--- src/rtl/scramble_ctrl.sv ---
// Per-packet sequencer for the BLE whitening core: seeds the core LFSR, passes the
// unwhitened preamble/AA bits, then routes PDU+CRC bits through the core. Optional status via SCRAMBLE_CTRL_STATUS_EN.
module scramble_ctrl #(
    parameter int CHANNEL_NUMBER_BIT_WIDTH = 6,
    parameter int BYPASS_BITS              = 40,
    parameter int LEN_BIT_WIDTH            = 8
) (
    input  logic                                clk,
    input  logic                                rst,
    input  logic [CHANNEL_NUMBER_BIT_WIDTH-1:0] channel_number,
    input  logic [LEN_BIT_WIDTH-1:0]            pdu_len_byte,
    input  logic                                start,
    input  logic                                abort,
    input  logic                                data_in,
    input  logic                                data_in_valid,
    output logic                                data_in_ready,
    output logic [CHANNEL_NUMBER_BIT_WIDTH-1:0] core_channel_number,
    output logic                                core_channel_number_load,
    output logic                                core_data_in,
    output logic                                core_data_in_valid,
    input  logic                                core_data_out,
    input  logic                                core_data_out_valid,
    output logic                                data_out,
    output logic                                data_out_valid,
    output logic                                busy,
    output logic                                done
`ifdef SCRAMBLE_CTRL_STATUS_EN
    ,
    output logic [15:0]                         pkt_cnt,
    output logic [7:0]                          abort_cnt
`endif
);

    // state  | meaning
    // IDLE   | waiting for start
    // LOAD   | one cycle, core LFSR seeded with latched channel
    // BYPASS | BYPASS_BITS bits passed through unwhitened
    // WHITEN | pdu_len_byte*8 bits routed through the core
    // DONE   | one cycle, done pulse with last output bit
    typedef enum logic [2:0] {
        S_IDLE,
        S_LOAD,
        S_BYPASS,
        S_WHITEN,
        S_DONE
    } state_t;

    localparam int CNT_W = LEN_BIT_WIDTH + 3;
    localparam logic [CNT_W-1:0] BYP_LOAD = CNT_W'(BYPASS_BITS);

    state_t                          state, state_nxt;
    logic [CHANNEL_NUMBER_BIT_WIDTH-1:0] ch_q;
    logic [LEN_BIT_WIDTH-1:0]        len_q;
    logic [CNT_W-1:0]                cnt, cnt_nxt;
    logic [CNT_W-1:0]                whiten_bits;
    logic                            byp_valid;
    logic                            byp_bit;
    logic                            start_ok;

    assign whiten_bits = {len_q, 3'b000};
    assign start_ok    = (state == S_IDLE) && start && !abort;

    always_ff @(posedge clk or posedge rst) begin
        if (rst) begin
            state     <= S_IDLE;
            ch_q      <= '0;
            len_q     <= '0;
            cnt       <= '0;
            byp_valid <= 1'b0;
            byp_bit   <= 1'b0;
        end else begin
            state     <= state_nxt;
            cnt       <= cnt_nxt;
            byp_valid <= (state == S_BYPASS) && data_in_valid;
            if (start_ok) begin
                ch_q  <= channel_number;
                len_q <= pdu_len_byte;
            end
            if ((state == S_BYPASS) && data_in_valid) begin
                byp_bit <= data_in;
            end
        end
    end

    // cnt holds the number of bits still to accept in the current phase
    always_comb begin
        state_nxt                = state;
        cnt_nxt                  = cnt;
        data_in_ready            = 1'b0;
        core_data_in_valid       = 1'b0;
        core_channel_number_load = 1'b0;
        done                     = 1'b0;
        case (state)
            S_IDLE: begin
                if (start_ok) begin
                    state_nxt = S_LOAD;
                end
            end
            S_LOAD: begin
                core_channel_number_load = 1'b1;
                if (abort) begin
                    state_nxt = S_IDLE;
                end else if (BYPASS_BITS != 0) begin
                    state_nxt = S_BYPASS;
                    cnt_nxt   = BYP_LOAD;
                end else if (len_q != '0) begin
                    state_nxt = S_WHITEN;
                    cnt_nxt   = whiten_bits;
                end else begin
                    state_nxt = S_DONE;
                end
            end
            S_BYPASS: begin
                data_in_ready = 1'b1;
                if (abort) begin
                    state_nxt = S_IDLE;
                end else if (data_in_valid) begin
                    cnt_nxt = cnt - 1'b1;
                    if (cnt == CNT_W'(1)) begin
                        if (len_q != '0) begin
                            state_nxt = S_WHITEN;
                            cnt_nxt   = whiten_bits;
                        end else begin
                            state_nxt = S_DONE;
                        end
                    end
                end
            end
            S_WHITEN: begin
                data_in_ready      = 1'b1;
                core_data_in_valid = data_in_valid;
                if (abort) begin
                    state_nxt = S_IDLE;
                end else if (data_in_valid) begin
                    cnt_nxt = cnt - 1'b1;
                    if (cnt == CNT_W'(1)) begin
                        state_nxt = S_DONE;
                    end
                end
            end
            S_DONE: begin
                done      = 1'b1;
                state_nxt = S_IDLE;
            end
            default: begin
                state_nxt = S_IDLE;
            end
        endcase
    end

    assign core_channel_number = ch_q;
    assign core_data_in        = data_in;
    assign data_out_valid      = byp_valid | core_data_out_valid;
    assign data_out            = core_data_out_valid ? core_data_out : byp_bit;
    assign busy                = (state != S_IDLE);

`ifdef SCRAMBLE_CTRL_STATUS_EN
    always_ff @(posedge clk or posedge rst) begin
        if (rst) begin
            pkt_cnt   <= '0;
            abort_cnt <= '0;
        end else begin
            if (state == S_DONE) begin
                pkt_cnt <= pkt_cnt + 16'd1;
            end
            if (abort && (state != S_IDLE) && (abort_cnt != 8'hFF)) begin
                abort_cnt <= abort_cnt + 8'd1;
            end
        end
    end
`endif

endmodule
--- config.mk ---
export PLATFORM = sky130hd
export DESIGN_NAME = scramble_ctrl
export DESIGN_NICKNAME = d
export VERILOG_FILES = /design/src/rtl/scramble_ctrl.sv
export SDC_FILE = /design/constraint.sdc
export NUM_CORES = 1
export LEC_CHECK = 0
export CAP_MARGIN = 40
export CORE_MARGIN = 1
export CORE_UTILIZATION = 40
export CTS_CLUSTER_SIZE = 30
export DETAILED_ROUTE_END_ITERATION = 12
export DONT_BUFFER_PORTS = 1
export GPL_TIMING_DRIVEN = 0
export HOLD_SLACK_MARGIN = 0.03
export SYNTH_ARGS = -nofsm -noshare
export SYNTH_HDL_FRONTEND = slang
export SYNTH_SLANG_ARGS = --single-unit
--- constraint.sdc ---
create_clock -name clk -period 2.09 [get_ports clk]
set_clock_uncertainty 0.05 [all_clocks]
set_input_delay 0.418 -clock clk [delete_from_list [all_inputs] [get_ports clk]]
set_output_delay 0.418 -clock clk [all_outputs]
set_load 0.02 [all_outputs]
==> results_dict.tcl, run 1 <==
set metrics [dict create \
    io_pins 36 \
    dp_slack_ps -67.6 \
    io_buffer_count 0 \
    die-area_mm2 0.00424 \
    drc_errors 0 \
    p_leak_nw 0.716 \
    initial_core_util 0.426 \
    wl_per_cell_um 16.9 \
    nets 188 \
    syn2layout_area_growth_pct 15.4 \
    crit_type "reg2out" \
    clkSinkCount 30 \
    finalNonFillerCells 213 \
    slowest_delay_ps 410 \
    worstSkewPairLatency_ps 290 \
    crit_arrival_ps 1550 \
    power_density_mw_per_mm2 1340 \
    diodes 0 \
    via_per_inst 6.11 \
    syn_nets 177 \
    die_y_um 65.2 \
    synth_flop_cell "dfrtp_1" \
    gr-usage-all-layers 0.198 \
    setup-violations-final 0 \
    avgSynthCellArea_um2 10.4 \
    fmax_mhz 495 \
    dieWidth_um 65.2 \
    period_share 0.967 \
    drtIter0Drc 62 \
    ys_ff_latch 30 \
    synthTopCellsByCount "30 x dfrtp_1, 16 x mux2_2, 10 x nor2_1" \
    postSynth.asyncResetShare 1.00 \
    ys_types 43 \
    fin_ws_ps 68.2 \
    synth.most_common_cell "dfrtp_1" \
    via_count 1301 \
    synth_top_area_frac 0.471 \
    grt_max_degree 20 \
    cp-end-kind "primary output" \
    drv_slew 0 \
    clockBufferDepth 2 \
    synth_largest_area_cell "dfrtp_1" \
    vdd_drop_max_uv 706 \
    cp_max_fo 10 \
    yosysWarnings 0 \
    slowest_stage "clkbuf_1" \
    antenna_found_initial 0 \
    drive_gt1_frac 0.261 \
    maxCapViolations 0 \
    design_area_mm2 0.00184 \
    hold_viol_final 0 \
    coreArea_mm2 0.00374 \
    critPathLaunchType "flip-flop" \
    path_cells "clkbuf_1 > inv_1 > nor3_2" \
    worst_hold_slack_ps 233 \
    required_ps 1620 \
    htree_num_levels 2 \
    yosysSeqAreaShare 0.471 \
    fin_crit_ps 2020 \
    clkTransAtPathRegs_ps 60 \
    ant_nets 0 \
    cts_root_buffer "clkbuf_8" \
    post-dp-hpwl_um 2660 \
    rows 22 \
    worstMarginPinSlew_ps 670 \
    relSlewSlack 0.552 \
    dp_cells 202 \
    syn_area_mm2 0.00160 \
    dr.pass1.iters 4 \
    place_congestion 0.903 \
    grt_pass1_wl_um 6190 \
    placed_area_mm2 0.00168 \
    ys_top_cells_by_area "dfrtp_1 47%, mux2_2 11%, o21ai_0 2.8%, nor2_1 2.4%, inv_1 2.1%" \
    cts_tree "yes" \
    grt_pass1_vias 1300 \
    overflow 0 \
    synth_edf_count 0 \
    synthCells 153 \
    status "completed" \
    hold_class "in2reg" \
    wl_um 3600 \
    cts_buffers 5 \
]
-- critical path, delay by kind of cell, from the launching register on --
| kind | cells | cell delay, ps |
|---|---|---|
| buf+inv | 2 | 540 |
| simple gates | 1 | 380 |
| flops | 1 | 350 |
-- registers in the layout, indices dropped and copies added, names as in the netlist --
| register | count |
|---|---|
| cnt | 11 |
| len_q | 8 |
| core_channel_number | 6 |
| state | 3 |
| byp_bit | 1 |
| byp_valid | 1 |
-- cell type report --
class / instances / area (um2)
clock inverters: 1 / 5.00
inverters: 9 / 33.8
plain buffers: 5 / 31.3
clock buffers: 7 / 86.3
fillers: 354 / 1900
flip-flops and latches: 30 / 752
well taps: 48 / 60.1
repair buffers: 4 / 52.6
multi-input cells: 109 / 820
-- layout by cell type, fill, tap and decap left out, drive strengths merged, types with 3 or more instances in the layout --
cell type and n:
mux2 16, nand2 9, nor4 3, or4 4, dfrtp 30, o22ai 3, inv 9, or3 4
a21oi 4, nor3 5, a32oi 3, o21ai 12, nand3 5, nand4 4, clkbuf 9, buf 6
nor2 11
-- cell families after synthesis --
kind of cell               after synthesis  synth area share
and+or+nand+nor                         53             0.195
AOI/OAI and AO/OA                       36             0.154
DFF                                     30             0.471
muxes                                   17             0.119
buffers and inverters                   14            0.0408
adders and majority gates                2            0.0157
xor gates and xnor gates                 1           0.00549
-- final timing paths --
kind	start	end	slack [ps]	depth (start not counted)
setup reg to reg	cnt[6]$_DFFE_PP0P_	cnt[7]$_DFFE_PP0P_	70	6
setup / recovery	state[0]$_DFFE_PP0P_	core_data_in_valid	70	3
hold reg to reg	byp_bit$_DFFE_PP0P_	byp_bit$_DFFE_PP0P_	460	1
min in group asynchronous	rst	cnt[4]$_DFFE_PP0P_	560	2
hold / removal	channel_number[1]	core_channel_number[1]$_DFFE_PP0P_	230	1
max in group asynchronous	rst	core_channel_number[2]$_DFFE_PP0P_	940	3
-- metrics by stage --
step	power [mW]	util	TNS, ps
floorplan	1.72	-	0
global placement	1.88	0.442	-47.0
detailed placement	1.93	0.450	-152
CTS	2.42	0.481	0
global route	2.63	0.492	-14.5
finish	2.47	0.492	0
-- report_power, final --
part           total, mW  switching [mW]  internal [mW]  leakage (nW)
Clock              0.478           0.213          0.265        0.0482
Sequential          1.08           0.275          0.804         0.368
Combinational      0.913           0.541          0.372         0.300
Total               2.47            1.03           1.44         0.716
-- metal layers --
| metal | wire length [um] | vias up | track usage |
|---|---|---|---|
| met5 | 0 | - | 0 |
| li1 | - | 593 | - |
| met4 | 94 | 0 | 0.0897 |
| met3 | 252 | 12 | 0.0660 |
| met1 | 1520 | 645 | 0.238 |
| met2 | 1730 | 51 | 0.320 |
-- timing repair --
| action | CTS | global route |
|---|---|---|
| endpoints found under the hold margin | 11 | 0 |
| hold buffers | 1 | 0 |
| pin swaps | 2 | 2 |
| endpoints found under the setup margin | 7 | 17 |
| resized for setup | 4 | 7 |
| buffers inserted | 0 | 2 |
(Power assumes the default switching activity.)
==> run 2: changes to the inputs <==
Clock period 2.09 ns to 1.8 ns, I/O delays scaled along.
==> results_dict.tcl, run 2 (synthesized netlist as in run 1, its figures left out) <==
set metrics [dict create \
    path_cells "nor4_4 > nand4_4 > buf_6 > or3_4 > o22ai_2 > a2bb2oi_2" \
    worstSkewPairLatency_ps 290 \
    slowest_stage "dfrtp_2" \
    drc_errors 0 \
    grt_pass1_wl_um 6690 \
    period_share 1.06 \
    cp_max_fo 7 \
    die_y_um 65.2 \
    coreArea_mm2 0.00374 \
    critPathLaunchType "flip-flop" \
    nFillCells 345 \
    placed_area_mm2 0.00169 \
    grt_pass1_vias 1377 \
    dr.pass1.iters 4 \
    cts_root_buffer "clkbuf_8" \
    clkTransAtPathRegs_ps 70 \
    hold_class "in2reg" \
    place_congestion 0.841 \
    syn2layout_area_growth_pct 32.8 \
    status "complete, but fails checks" \
    layout_common_cells "28 x dfrtp_1, 16 x mux2_2, 16 x buf_4, 9 x nand2_1" \
    violations "negative setup slack" \
    antenna_found_initial 0 \
    required_ps 1910 \
    grt_max_degree 23 \
    design_area_mm2 0.00212 \
    r2r_end "cnt[5]$_DFFE_PP0P_" \
    final.setup.tns_ps -296 \
    worstHoldPathCells 1 \
    post-dp-hpwl_um 2610 \
    crit_type "reg2reg" \
    rows 22 \
    initial_core_util 0.426 \
    finalNonFillerCells 228 \
    crit_arrival_ps 2010 \
    nets 203 \
    hold_viol_final 0 \
    io_pins 36 \
    fmax_mhz 526 \
    die-area_mm2 0.00424 \
    drive_gt1_frac 0.450 \
    power_density_mw_per_mm2 1640 \
    timing.rr.start "cnt[5]$_DFFE_PP0P_" \
    clkSinkCount 30 \
    drtIter0Drc 123 \
    io_buffer_count 0 \
    via_count 1383 \
    htree_num_levels 2 \
    wl_per_cell_um 18.2 \
    final_common_cell "dfrtp_1" \
    hold_end "len_q[7]$_DFFE_PP0P_" \
    total_power_mw 3.47 \
    relSlewSlack 0.704 \
    setup-violations-final 7 \
    vdd_drop_max_uv 1090 \
    clockBufferDepth 2 \
    rrSetupSlack_ps -100 \
    regMostFlops "cnt" \
    wl_um 4140 \
    worstMarginPinSlew_ps 443 \
    fin_ws_ps -101 \
    cts_buffers 5 \
    dieWidth_um 65.2 \
    cts_tree "yes" \
    fin_crit_ps 1900 \
    largest_reg_flops 11 \
    r2r_cells 6 \
    min_from "pdu_len_byte[7]" \
    worst_hold_slack_ps 168 \
    p_leak_nw 0.839 \
    rsz0062_at_grt "yes" \
    overflow 0 \
    dp_cells 202 \
    drv_slew 0 \
    via_per_inst 6.07 \
    cp-end-kind "flip-flop" \
    dp_slack_ps -198 \
    slowest_delay_ps 450 \
    postLayoutCoreUtil 0.566 \
    ant_nets 0 \
    gr-usage-all-layers 0.209 \
    maxCapViolations 0 \
    diodes 0 \
]
[run 2: area by class of cell]
cell class                      count  area, um2  share of cell area
Tap cell                           48       60.1              0.0284
Clock inverter                      2       60.1              0.0284
Multi-Input combinational cell    109        916               0.432
Timing Repair Buffer               19        173              0.0815
Sequential cell                    30        753               0.356
Clock buffer                        6       82.6              0.0390
Inverter                            9       37.5              0.0177
Buffer                              5       36.3              0.0171
[run 2: repair_timing]
item	CTS	global route
gates resized for setup	25	16
setup endpoints to repair	26	26
pin swaps	10	8
setup buffers	12	4
hold endpoints to repair	8	0
hold buffers	1	0
gates cloned	1	0
[run 2: power by group]
group	total, mW	switching [mW]	internal, mW
Clock	0.857	0.267	0.590
Sequential	1.28	0.345	0.934
Combinational	1.33	0.738	0.594
Total	3.47	1.35	2.12
[run 2: worst max path at each step]
stage,start,endpoint,slack [ps],depth (start not counted)
after floorplan,cnt[6]$_DFFE_PP0P_,cnt[4]$_DFFE_PP0P_,-10,6
final,cnt[5]$_DFFE_PP0P_,cnt[5]$_DFFE_PP0P_,-100,6
after detailed placement,len_q[0]$_DFFE_PP0P_,cnt[5]$_DFFE_PP0P_,-200,6
after global routing,cnt[5]$_DFFE_PP0P_,cnt[5]$_DFFE_PP0P_,-180,6
after CTS,cnt[6]$_DFFE_PP0P_,cnt[6]$_DFFE_PP0P_,-30,6
after global placement,cnt[5]$_DFFE_PP0P_,cnt[9]$_DFFE_PP0P_,-190,5
[run 2: routing by layer]
metal | up-vias | track usage | share of wire
li1 | 617 | - | -
met1 | 695 | 0.289 | 0.43
met2 | 66 | 0.302 | 0.49
met3 | 5 | 0.0608 | 0.075
met4 | 0 | 0.0978 | 0.0094
met5 | - | 0 | 0
[run 2: worst max-delay path, delay by kind of cell, from the launching register on]
family / cells / cell delay [ps]
AO/OA/AOI/OAI: 2 / 260
buffers and inverters: 1 / 170
flip-flops: 1 / 450
AND/OR/NAND/NOR: 3 / 850
